**config.mk**
```make
export PLATFORM = sky130hd
export DESIGN_NAME = vga_bars_sequencer
export DESIGN_NICKNAME = d
export VERILOG_FILES = /design/src/rtl/vga_pkg.sv /design/src/rtl/vga_timing.sv /design/src/rtl/vga_bars_sequencer.sv
export SDC_FILE = /design/constraint.sdc
export NUM_CORES = 1
export LEC_CHECK = 0
export ABC_AREA = 1
export CELL_PAD_IN_SITES_DETAIL_PLACEMENT = 0
export CELL_PAD_IN_SITES_GLOBAL_PLACEMENT = 2
export CORE_MARGIN = 3
export CORE_UTILIZATION = 33
export CTS_CLUSTER_DIAMETER = 100
export CTS_CLUSTER_SIZE = 24
export DETAILED_ROUTE_END_ITERATION = 8
export GPL_TIMING_DRIVEN = 0
export HOLD_SLACK_MARGIN = 0.15
export PLACE_DENSITY = 0.87
export RECOVER_POWER = 100
export SYNTH_ARGS = -nofsm -noshare
export SYNTH_HDL_FRONTEND = slang
export SYNTH_HIERARCHICAL = 1
export SYNTH_SLANG_ARGS = --single-unit
```
**constraint.sdc**
```tcl
create_clock -name clk -period 4.7 [get_ports clk]
set_clock_uncertainty 0.15 [all_clocks]
set_input_delay 0.705 -clock clk [delete_from_list [all_inputs] [get_ports clk]]
set_output_delay 0.705 -clock clk [all_outputs]
set_load 0.005 [all_outputs]
```
**src/rtl/vga_pkg.sv**
```systemverilog
// Shared constants, enums and colour helper for the VGA colour-bar path (640x480@72).
package vga_pkg;

    localparam int H_ACTIVE = 640;
    localparam int H_FP     = 24;
    localparam int H_SYNC   = 40;
    localparam int H_BP     = 128;
    localparam int H_TOTAL  = H_ACTIVE + H_FP + H_SYNC + H_BP;

    localparam int V_ACTIVE = 480;
    localparam int V_FP     = 9;
    localparam int V_SYNC   = 3;
    localparam int V_BP     = 28;
    localparam int V_TOTAL  = V_ACTIVE + V_FP + V_SYNC + V_BP;

    localparam int FRAMES_PER_PATTERN = 72;
    localparam int SCROLL_STEP        = 4;

    localparam int COLOR_W = 3;
    localparam int CNT_W   = 10;
    localparam int FCNT_W  = 8;

    typedef enum logic [1:0] {
        PAT_BARS  = 2'd0,
        PAT_INV   = 2'd1,
        PAT_WHITE = 2'd2,
        PAT_BLACK = 2'd3
    } pattern_t;

    typedef enum logic {
        SCH_RUN     = 1'b0,
        SCH_ADVANCE = 1'b1
    } sched_state_t;

    function automatic logic [COLOR_W-1:0] pattern_color(input pattern_t pat,
                                                         input logic [COLOR_W-1:0] bar);
        case (pat)
            PAT_BARS:  pattern_color = bar;
            PAT_INV:   pattern_color = ~bar;
            PAT_WHITE: pattern_color = '1;
            default:   pattern_color = '0;
        endcase
    endfunction

endpackage

```
**src/rtl/vga_timing.sv**
```systemverilog
// Horizontal/vertical pixel counters with combinational sync, visible-area and frame strobes.
module vga_timing #(
    parameter int H_ACTIVE = vga_pkg::H_ACTIVE,
    parameter int H_FP     = vga_pkg::H_FP,
    parameter int H_SYNC   = vga_pkg::H_SYNC,
    parameter int H_BP     = vga_pkg::H_BP,
    parameter int V_ACTIVE = vga_pkg::V_ACTIVE,
    parameter int V_FP     = vga_pkg::V_FP,
    parameter int V_SYNC   = vga_pkg::V_SYNC,
    parameter int V_BP     = vga_pkg::V_BP
) (
    input  logic                      clk,
    input  logic                      reset_n,
    input  logic                      enable,
    output logic [vga_pkg::CNT_W-1:0] h_cnt,
    output logic [vga_pkg::CNT_W-1:0] v_cnt,
    output logic                      hsync_n,
    output logic                      vsync_n,
    output logic                      active,
    output logic                      frame_start,
    output logic                      frame_wrap
);
    import vga_pkg::*;

    localparam int LINE_LEN    = H_ACTIVE + H_FP + H_SYNC + H_BP;
    localparam int FRAME_LINES = V_ACTIVE + V_FP + V_SYNC + V_BP;

    logic h_last;
    logic v_last;

    assign h_last = (h_cnt == CNT_W'(LINE_LEN - 1));
    assign v_last = (v_cnt == CNT_W'(FRAME_LINES - 1));

    always_ff @(posedge clk or negedge reset_n) begin
        if (!reset_n) begin
            h_cnt <= '0;
            v_cnt <= '0;
        end else if (enable) begin
            if (h_last) begin
                h_cnt <= '0;
                v_cnt <= v_last ? '0 : v_cnt + 1'b1;
            end else begin
                h_cnt <= h_cnt + 1'b1;
            end
        end
    end

    assign hsync_n = !((h_cnt >= CNT_W'(H_ACTIVE + H_FP)) &&
                       (h_cnt <  CNT_W'(H_ACTIVE + H_FP + H_SYNC)));
    assign vsync_n = !((v_cnt >= CNT_W'(V_ACTIVE + V_FP)) &&
                       (v_cnt <  CNT_W'(V_ACTIVE + V_FP + V_SYNC)));
    assign active      = (h_cnt < CNT_W'(H_ACTIVE)) && (v_cnt < CNT_W'(V_ACTIVE));
    assign frame_start = (h_cnt == '0) && (v_cnt == '0);
    assign frame_wrap  = enable && h_last && v_last;

endmodule

```
**src/rtl/vga_bars_sequencer.sv**
```systemverilog
// VGA timing, pattern scheduler and registered colour/sync outputs for the colour-bar generator.
// Optional horizontal scroll of the visible area: define VGA_BARS_SCROLL_EN.
//
// state       | meaning
// SCH_RUN     | counting frame wraps for the current pattern
// SCH_ADVANCE | one clock at frame start: step pattern, clear frame counter
module vga_bars_sequencer #(
    parameter int H_ACTIVE           = vga_pkg::H_ACTIVE,
    parameter int H_FP               = vga_pkg::H_FP,
    parameter int H_SYNC             = vga_pkg::H_SYNC,
    parameter int H_BP               = vga_pkg::H_BP,
    parameter int V_ACTIVE           = vga_pkg::V_ACTIVE,
    parameter int V_FP               = vga_pkg::V_FP,
    parameter int V_SYNC             = vga_pkg::V_SYNC,
    parameter int V_BP               = vga_pkg::V_BP,
    parameter int FRAMES_PER_PATTERN = vga_pkg::FRAMES_PER_PATTERN
) (
    input  logic                        clk,
    input  logic                        reset_n,
    input  logic                        enable,
    input  logic [vga_pkg::COLOR_W-1:0] bar_color,
    output logic [vga_pkg::CNT_W-1:0]   x_px,
    output logic [vga_pkg::CNT_W-1:0]   y_px,
    output logic                        hsync,
    output logic                        vsync,
    output logic                        active,
    output logic [vga_pkg::COLOR_W-1:0] color_px,
    output logic                        frame_tick,
    output logic [1:0]                  pattern
);
    import vga_pkg::*;

    logic [CNT_W-1:0] h_cnt;
    logic [CNT_W-1:0] v_cnt;
    logic             hsync_n_d;
    logic             vsync_n_d;
    logic             active_d;
    logic             frame_start;
    logic             frame_wrap;

    vga_timing #(
        .H_ACTIVE (H_ACTIVE),
        .H_FP     (H_FP),
        .H_SYNC   (H_SYNC),
        .H_BP     (H_BP),
        .V_ACTIVE (V_ACTIVE),
        .V_FP     (V_FP),
        .V_SYNC   (V_SYNC),
        .V_BP     (V_BP)
    ) u_timing (
        .clk         (clk),
        .reset_n     (reset_n),
        .enable      (enable),
        .h_cnt       (h_cnt),
        .v_cnt       (v_cnt),
        .hsync_n     (hsync_n_d),
        .vsync_n     (vsync_n_d),
        .active      (active_d),
        .frame_start (frame_start),
        .frame_wrap  (frame_wrap)
    );

    assign y_px = v_cnt;

    sched_state_t      state_q;
    sched_state_t      state_d;
    logic [FCNT_W-1:0] fcnt_q;
    pattern_t          pat_q;
    pattern_t          pat_sel;
    logic              advance;
    logic              fcnt_last;
    logic              fcnt_inc;

    assign fcnt_last = (fcnt_q == FCNT_W'(FRAMES_PER_PATTERN - 1));

    always_ff @(posedge clk or negedge reset_n) begin
        if (!reset_n) begin
            state_q <= SCH_RUN;
        end else if (enable) begin
            state_q <= state_d;
        end
    end

    always_comb begin
        state_d = state_q;
        case (state_q)
            SCH_RUN:     if (frame_wrap && fcnt_last) state_d = SCH_ADVANCE;
            SCH_ADVANCE: state_d = SCH_RUN;
            default:     state_d = SCH_RUN;
        endcase
    end

    // ADVANCE coincides with pixel (0,0): colour it with the incoming pattern so no frame is torn.
    always_comb begin
        advance  = (state_q == SCH_ADVANCE);
        fcnt_inc = (state_q == SCH_RUN) && frame_wrap && !fcnt_last;
        pat_sel  = advance ? pattern_t'(pat_q + 2'd1) : pat_q;
    end

    always_ff @(posedge clk or negedge reset_n) begin
        if (!reset_n) begin
            fcnt_q <= '0;
            pat_q  <= PAT_BARS;
        end else if (enable) begin
            if (advance) begin
                fcnt_q <= '0;
                pat_q  <= pat_sel;
            end else if (fcnt_inc) begin
                fcnt_q <= fcnt_q + 1'b1;
            end
        end
    end

    assign pattern = pat_q;

`ifdef VGA_BARS_SCROLL_EN
    logic [CNT_W-1:0] offset_q;
    logic [CNT_W:0]   off_sum;
    logic [CNT_W:0]   x_sum;

    assign off_sum = {1'b0, offset_q} + (CNT_W+1)'(SCROLL_STEP);
    assign x_sum   = {1'b0, h_cnt} + {1'b0, offset_q};

    always_ff @(posedge clk or negedge reset_n) begin
        if (!reset_n) begin
            offset_q <= '0;
        end else if (frame_wrap) begin
            offset_q <= (off_sum >= (CNT_W+1)'(H_ACTIVE)) ?
                        CNT_W'(off_sum - (CNT_W+1)'(H_ACTIVE)) : off_sum[CNT_W-1:0];
        end
    end

    always_comb begin
        x_px = h_cnt;
        if (h_cnt < CNT_W'(H_ACTIVE)) begin
            x_px = (x_sum >= (CNT_W+1)'(H_ACTIVE)) ?
                   CNT_W'(x_sum - (CNT_W+1)'(H_ACTIVE)) : x_sum[CNT_W-1:0];
        end
    end
`else
    assign x_px = h_cnt;
`endif

    always_ff @(posedge clk or negedge reset_n) begin
        if (!reset_n) begin
            hsync      <= 1'b1;
            vsync      <= 1'b1;
            active     <= 1'b0;
            color_px   <= '0;
            frame_tick <= 1'b0;
        end else if (enable) begin
            hsync      <= hsync_n_d;
            vsync      <= vsync_n_d;
            active     <= active_d;
            color_px   <= active_d ? pattern_color(pat_sel, bar_color) : '0;
            frame_tick <= frame_start;
        end else begin
            hsync      <= 1'b1;
            vsync      <= 1'b1;
            active     <= 1'b0;
            color_px   <= '0;
            frame_tick <= 1'b0;
        end
    end

endmodule

```
==> metrics, run 1 <==
H-tree levels=2; Skew-Pair Late Insertion Delay=280 ps; Detailed Route WL=5.223 mm; Routed WL per cell=12.29 microns; Worst slew margin=-44.51%; Syn Nets=319; delay-heaviest family, CP=buffers and inverters; RSZ-0062 raised after global routing=no; min cycle time layout=3404 ps; Pins Over Slew Limit=39; Finish-stage setup viols=0; sequential area share after synthesis=42.45%; TritonCTS clock tree=done; Mean Syn Cell Area=7.340 sq um; crit path from=enable; worst-path maximum fanout=13; CP bufs+invs=5; Synth Instances=306; post-DR vias/cell=4.675; Die ar.=7831 sq um; Async S/R FF share, synth=100.0%; Final #Nets=360; vias in the first global route=1,882; global-route usage over all layers=14.97%; first-pass GRT wire length=9.170 mm; Initial Util=34.77%; drt first pass iters=4; final worst-path cycle share=72.42%; Setup TNS=0 ps; Post-CTS Hold Buffers=0; Total Power=0.9515 mW; final hold violation count=0; initial antenna violation count=0; share of cells above drive strength 1=7.184%; PortBufs=34; Congestion Overflow GR=0; Cell variety after synth=30; clk root buf=clkbuf_8; largest net degree at the start of global routing=39; highest ir drop seen on vdd=137.0 uV; R2R Setup Slk=2040 ps; post-route cell area=2739 sq um; clk slew on worst S/H paths=80 ps; Post-synth EDFFs=0; failing checks=max-capacitance violations, max-slew violations; postcts setup bufs=0; P_leak=1.380 nW; Post-Syn Area=2246 sq um; CP most frequent cell=nand2_1; WP data required=4780 ps; Die X=88.50 microns; CP Depth=14; crit path cell chain=dlygate4sd3_1 > nand3_1 > inv_1 > nand2_1 > nor2_4 > clkbuf_1 > nand2_1 > inv_1 > nand2_1 > inv_1 > nand2_1 > nand2_4 > nand2_1 > nand2_1; clk sinks=38; fin util=42.41%; max frequency=293.8 MHz; Max Cap Viol=1; # diodes=0; DR vias=1,987; Post-DP Area=2678 sq um; TritonCTS Buffers=5; Crit-path slowest cell=dlygate4sd3_1; DP HPWL=3.863 mm; num rows=29; Synth Warn #=6; Critical Path Max Stage Delay=820 ps; Critical Path AT=3480 ps; CP endpoint=fcnt_q[2]; measured slew at the worst slew-check pin=2168 ps; Std-Cell Core Area=6459 sq um; Die H=88.50 microns; final-layout fill cell count=688; clock buffer depth=2; Placer Congestion=0.7337; worst hold path class=reg -> reg; worst r2r dst=fcnt_q[2]; area grow syn2layout=21.95%; worst reg2reg startpoint=u_timing/h_cnt[0]; post-cts sizing count=0; DR DRC count=0; Ports=35; startpoint types=input port; Main synth FF type=dfrtp_1; WS Path Type=in -> reg; count of state elements after synthesis=38; # placed instances=417; final std cells w/o fill=425; Crit. End Element=flip-flop; status=finished with violations; PD cells=347.4 nW/um^2; Post-DRT Antenna Nets=0; Worst Reg-to-Reg Cells=14; 1st-iter DRT viols=105
[metrics by stage]
step                setup slack, ps  hold WS, ps
floorplan                      2828        259.4
global placement               1679        384.6
detailed placement             1695        401.7
CTS                            1999        419.2
global route                  885.2        449.0
finish                         1296        413.6
[worst register-to-register path: cells and delay by family (launching register included)]
| kind | cells | cell delay, ps |
|---|---|---|
| buf+inv | 4 | 750 |
| fa+ha+maj | 1 | 190 |
| simple gates | 9 | 1100 |
| flops | 1 | 410 |
[routing by layer]
layer / global-route usage (%) / vias up / wire (microns)
met3: 2.514 / 0 / 204
met2: 22.03 / 52 / 2241
met4: 3.297 / 0 / 0
li1: - / 1039 / -
met1: 22.91 / 896 / 2776
met5: 0 / - / 0
[flip-flops by register name (all words and copies together), names as in the netlist]
name / count
advance: 1
vsync: 1
hsync: 1
fcnt_q: 8
color_px: 3
u_timing/v_cnt: 10
u_timing/h_cnt: 10
pattern: 2
active: 1
frame_tick: 1
[synthesized netlist by cell type (2+ instances only)]
library cell	number	area share, %
nor3_1	4	0.89
nand2_2	7	1.9
dfrtp_1	36	40
nor2_1	42	7.0
buf_2	4	0.89
xor2_1	5	1.9
nand2_1	78	13
o21ai_0	6	1.3
nand3_1	32	7.1
inv_2	4	0.67
o21ai_1	5	1.1
nand2_4	2	1.0
xnor2_1	2	0.78
nand4_1	6	1.7
dfstp_2	2	2.3
or2_2	2	0.56
o21bai_1	2	0.67
a21oi_1	8	1.8
ha_1	7	3.9
inv_1	42	7.0
[how the worst min path moves through the flow]
stage / from / end / slack, ps / depth (start not counted)
5_1_grt: pattern[0] / pattern[0] / 450 / 2
4_1_cts: reset_n / u_timing/v_cnt[1] / 420 / 1
3_5_place_dp: pattern[0] / pattern[0] / 400 / 2
2_1_floorplan: reset_n / active / 260 / 0
6_report: pattern[0] / pattern[0] / 410 / 2
3_3_place_gp: pattern[0] / pattern[0] / 380 / 2
[power breakdown]
group / internal, mW / switching (mW)
Sequential: 0.375 / 0.0631
Combinational: 0.129 / 0.150
Clock: 0.119 / 0.116
[cell usage in the layout (no fill, tap or decap), drive strengths merged]
cell type      instances
nor4                   1
nand3                 33
nor3b                  1
clkinv                 1
o21bai                 2
a211oi                 1
xor2                   6
o21ai                 11
xnor2                  2
nand2                 87
or2                    2
clkbuf                10
dfrtp                 36
dlygate4sd3           30
o21a                   1
ha                     7
a21oi                  8
buf                    3
nor2                  44
inv                   46
clkdlybuf4s50          3
dfstp                  2
nor3                   5
nand4                  6
[cells by family (layout without fill, tap and decap cells)]
group                    count (synthesis)  count (layout)  share of synthesized area [%]
AND/OR/NAND/NOR                        179             179                          35.54
buffers and inverters                   51              93                          9.081
flip-flops                              38              38                          42.45
AO/OA/AOI/OAI                           23              23                          5.571
XOR/XNOR                                 8               8                          3.454
adder cells (fa/ha/maj)                  7               7                          3.900
[layout make-up]
| cell class | count | area (sq um) | share of cell area, % |
|---|---|---|---|
| inverter | 46 | 172.7 | 6.304 |
| sequential | 38 | 953.4 | 34.81 |
| buffer | 5 | 22.52 | 0.8223 |
| clock buffer | 7 | 86.33 | 3.152 |
| tap | 77 | 96.34 | 3.518 |
| multi-input combinational | 217 | 1069 | 39.01 |
| timing repair buffer | 34 | 334.1 | 12.20 |
| clock inverter | 1 | 5.005 | 0.1827 |
Note: power is estimated with default switching activity, not from simulation.
==> run 2: changes to the inputs <==
--- a/config.mk
+++ b/config.mk
@@ -9,13 +9,13 @@
 export CELL_PAD_IN_SITES_DETAIL_PLACEMENT = 0
 export CELL_PAD_IN_SITES_GLOBAL_PLACEMENT = 2
 export CORE_MARGIN = 3
-export CORE_UTILIZATION = 33
+export CORE_UTILIZATION = 30
 export CTS_CLUSTER_DIAMETER = 100
 export CTS_CLUSTER_SIZE = 24
 export DETAILED_ROUTE_END_ITERATION = 8
 export GPL_TIMING_DRIVEN = 0
 export HOLD_SLACK_MARGIN = 0.15
-export PLACE_DENSITY = 0.87
+export PLACE_DENSITY = 0.81
 export RECOVER_POWER = 100
 export SYNTH_ARGS = -nofsm -noshare
 export SYNTH_HDL_FRONTEND = slang
==> constraint.sdc (replaced) <==
create_clock -name clk -period 3.5 [get_ports clk]
set_clock_uncertainty 0.15 [all_clocks]
set_input_delay 0.525 -clock clk [delete_from_list [all_inputs] [get_ports clk]]
set_output_delay 0.525 -clock clk [all_outputs]
set_load 0.005 [all_outputs]
==> run 2 against run 1 <==
Compared with the run above: the run now ends clean; worst setup slack worse by 580 ps; routed wire length increased by 3.0%; non-clock buffer count rose by 2; global-route usage down 1.3 points; flip-flop and latch count did not move; combinational power grew 33%; power is 50% higher; worst hold slack lost 7.0 ps; die area increased by 9.3%; count of clock-buffer cells in the layout down 1; final area grew 4.0%; critical path depth stayed put; critical endpoint unchanged; largest cell class unchanged; highest routed layer is now met4.
==> metrics, run 2 (synthesized netlist as in run 1, its figures left out) <==
Post-DP Area=2721 sq um (was 2678 sq um); crit path cell chain=dlygate4sd3_1 > nand3_1 > inv_1 > nand2_1 > nor2_1 > buf_6 > nand2_1 > inv_1 > nand2_1 > inv_1 > nand2_4 > nand2_4 > nand2_1 > nand2_1 (was dlygate4sd3_1 > nand3_1 > inv_1 > nand2_1 > nor2_4 > clkbuf_1 > nand2_1 > inv_1 > nand2_1 > inv_1 > nand2_1 > nand2_4 > nand2_1 > nand2_1); largest registers=u_timing/h_cnt (10), u_timing/v_cnt (10), fcnt_q (8) (unchanged); Crit. End Element=flip-flop (unchanged); initial antenna violation count=0 (unchanged); Finish-stage setup viols=0 (unchanged); Crit-path slowest cell=dlygate4sd3_1 (unchanged); commonest non-fill, non-tap cells in the layout=82 x nand2_1, 44 x inv_1, 43 x nor2_1 (was 82 x nand2_1, 44 x inv_1, 42 x nor2_1); P_int=0.9840 mW (was 0.6225 mW); CP bufs+invs=5 (unchanged); highest ir drop seen on vdd=194.3 uV (was 137.0 uV); first-pass GRT wire length=9.418 mm (was 9.170 mm); PD cells=502.4 nW/um^2 (was 347.4 nW/um^2); clock power share=33.1% (was 24.7%); startpoint types=input port (unchanged); Skew-Pair Late Insertion Delay=290 ps (was 280 ps); measured slew at the worst slew-check pin=989.4 ps (was 2168 ps); post-route cell area=2848 sq um (was 2739 sq um); worst reg2reg startpoint=u_timing/h_cnt[1] (was u_timing/h_cnt[0]); delay-heaviest family, CP=buffers and inverters (unchanged); Placer Congestion=0.7797 (was 0.7337); RSZ-0062 raised after global routing=no (unchanged); # diodes=0 (unchanged); WP data required=3580 ps (was 4780 ps); Psw=0.4468 mW (was 0.3290 mW); Critical Path AT=2870 ps (was 3480 ps); Final #Nets=362 (was 360); num rows=30 (was 29); min cycle time layout=2782 ps; final hold slack=406.6 ps (was 413.6 ps); Max Cap Viol=0 (was 1); Ports=35 (unchanged); DP HPWL=4.121 mm (was 3.863 mm); final worst-path cycle share=79.50%; P_leak=1.417 nW (was 1.380 nW); Logic pwr share=26.0% (was 29.3%); DR vias=1,971 (was 1,987); status=complete, no violations (was finished with violations); largest net degree at the start of global routing=23 (was 39); final hold violation count=0 (unchanged); Die H=92.53 microns (was 88.50 microns); drt first pass iters=4 (unchanged); Post-DRT Antenna Nets=0 (unchanged); area grow syn2layout=26.80% (was 21.95%); crit path from=enable (unchanged); vias in the first global route=1,965 (was 1,882); post-DR vias/cell=4.419 (was 4.675); final-layout fill cell count=782 (was 688); sequential power share=40.9% (was 46.0%); clock buffer depth=2 (unchanged); Detailed Route WL=5.381 mm (was 5.223 mm); Initial Util=32.00% (was 34.77%); worst-path maximum fanout=13 (unchanged); WS Path Type=in -> reg (unchanged); clk sinks=38 (unchanged); PortBufs=34 (unchanged); commonest non-fill, non-tap cell in the layout=nand2_1 (unchanged); H-tree levels=2 (unchanged); CP most frequent cell=nand2_1 (unchanged); global-route usage over all layers=13.70% (was 14.97%); clk slew on worst S/H paths=80 ps (about the same); Routed WL per cell=12.07 microns (was 12.29 microns); DR DRC count=0 (unchanged); max frequency=359.4 MHz; Worst slew margin=34.04% (was -44.51%); Std-Cell Core Area=7019 sq um (was 6459 sq um); 1st-iter DRT viols=74 (was 105); Sw Share=31.23% (was 34.57%); start point of the worst hold path=pattern[0] (unchanged); Die ar.=8561 sq um (was 7831 sq um); share of cells above drive strength 1=7.429% (was 7.184%); Critical Path Max Stage Delay=830 ps (was 820 ps); Congestion Overflow GR=0 (unchanged); Setup TNS=0 ps (unchanged); TritonCTS clock tree=done (unchanged); Pins Over Slew Limit=0 (was 39); worst hold path class=reg -> reg (unchanged); clk root buf=clkbuf_8 (unchanged); Die X=92.53 microns (was 88.50 microns); TritonCTS Buffers=5 (unchanged)
## run 2: changes by cell type in the layout (fill, tap and decap cells not counted)
cell / change
bufinv_16: +2
buf_12: +1
buf_2: -1
buf_6: +1
clkbuf_1: -1
clkinv_2: -1
dlygate4sd3_1: +1
nand2_2: -1
nand2_4: +1
nor2_1: +1
nor2_4: -1
o21ai_0: +1
o21ai_1: -1
## run 2: per-stage QoR
| stage | instances | power, mW | setup slack [ps] | util, % |
|---|---|---|---|---|
| 2_1_floorplan | 306 | 0.7953 | 1749 | - |
| 3_3_place_gp | 436 | 1.010 | 653.3 | 38.56 |
| 3_5_place_dp | 437 | 1.015 | 666.1 | 38.77 |
| 4_1_cts | 446 | 1.497 | 972.1 | 40.94 |
| 5_1_grt | 446 | 1.533 | 458.6 | 40.57 |
| 6_report | 446 | 1.431 | 717.6 | 40.57 |
## run 2: layer usage
layer  wire, microns  GRT usage [%]  up-vias
met3             182          2.681        5
met5               0              0        -
met4              48          3.713        0
li1                -              -     1046
met2            2289          21.39       32
met1            2859          19.31      888
## run 2: final timing paths
kind | end | slack [ps] | cells past startpoint
max reg2reg | fcnt_q[2] | 1280 | 14
max in group asynchronous | u_timing/v_cnt[7] | 1800 | 3
min reg2reg | pattern[0] | 410 | 2
min in group asynchronous | fcnt_q[5] | 760 | 2
max | fcnt_q[2] | 720 | 14
min | pattern[0] | 410 | 2
## run 2: power by group through the flow
stage | combinational (mW) | clock [mW] | sequential (mW)
finish | 0.372 | 0.473 | 0.586
global route | 0.428 | 0.503 | 0.602
floorplan | 0.208 | 0 | 0.587
CTS | 0.418 | 0.487 | 0.592
detailed placement | 0.415 | 0 | 0.600
global placement | 0.409 | 0 | 0.601
## run 2: worst min-delay path, cell delays in order, from the launching register on
cell	delay (ps)
dfrtp_1	390
nand2_1	60
o21ai_1	70
## run 2: what timing repair did
action / 4_1_cts / 5_1_grt
buffers inserted: 0 / 0
hold buffers: 1 / 0
endpoints found under the hold margin: 14 / 0
gates resized for setup: 0 / 0
## run 2: area by class of cell
| type | count | area (sq um) | area share (%) |
|---|---|---|---|
| multi-input cells | 217 | 1066 | 37.43 |
| clock buffers | 6 | 82.58 | 2.900 |
| repair buffers | 36 | 364.1 | 12.79 |
| well taps | 96 | 120.1 | 4.218 |
| flip-flops and latches | 38 | 953.4 | 33.48 |
| plain buffers | 5 | 28.78 | 1.011 |
| clock inverters | 2 | 60.06 | 2.109 |
| inverters | 46 | 172.7 | 6.063 |
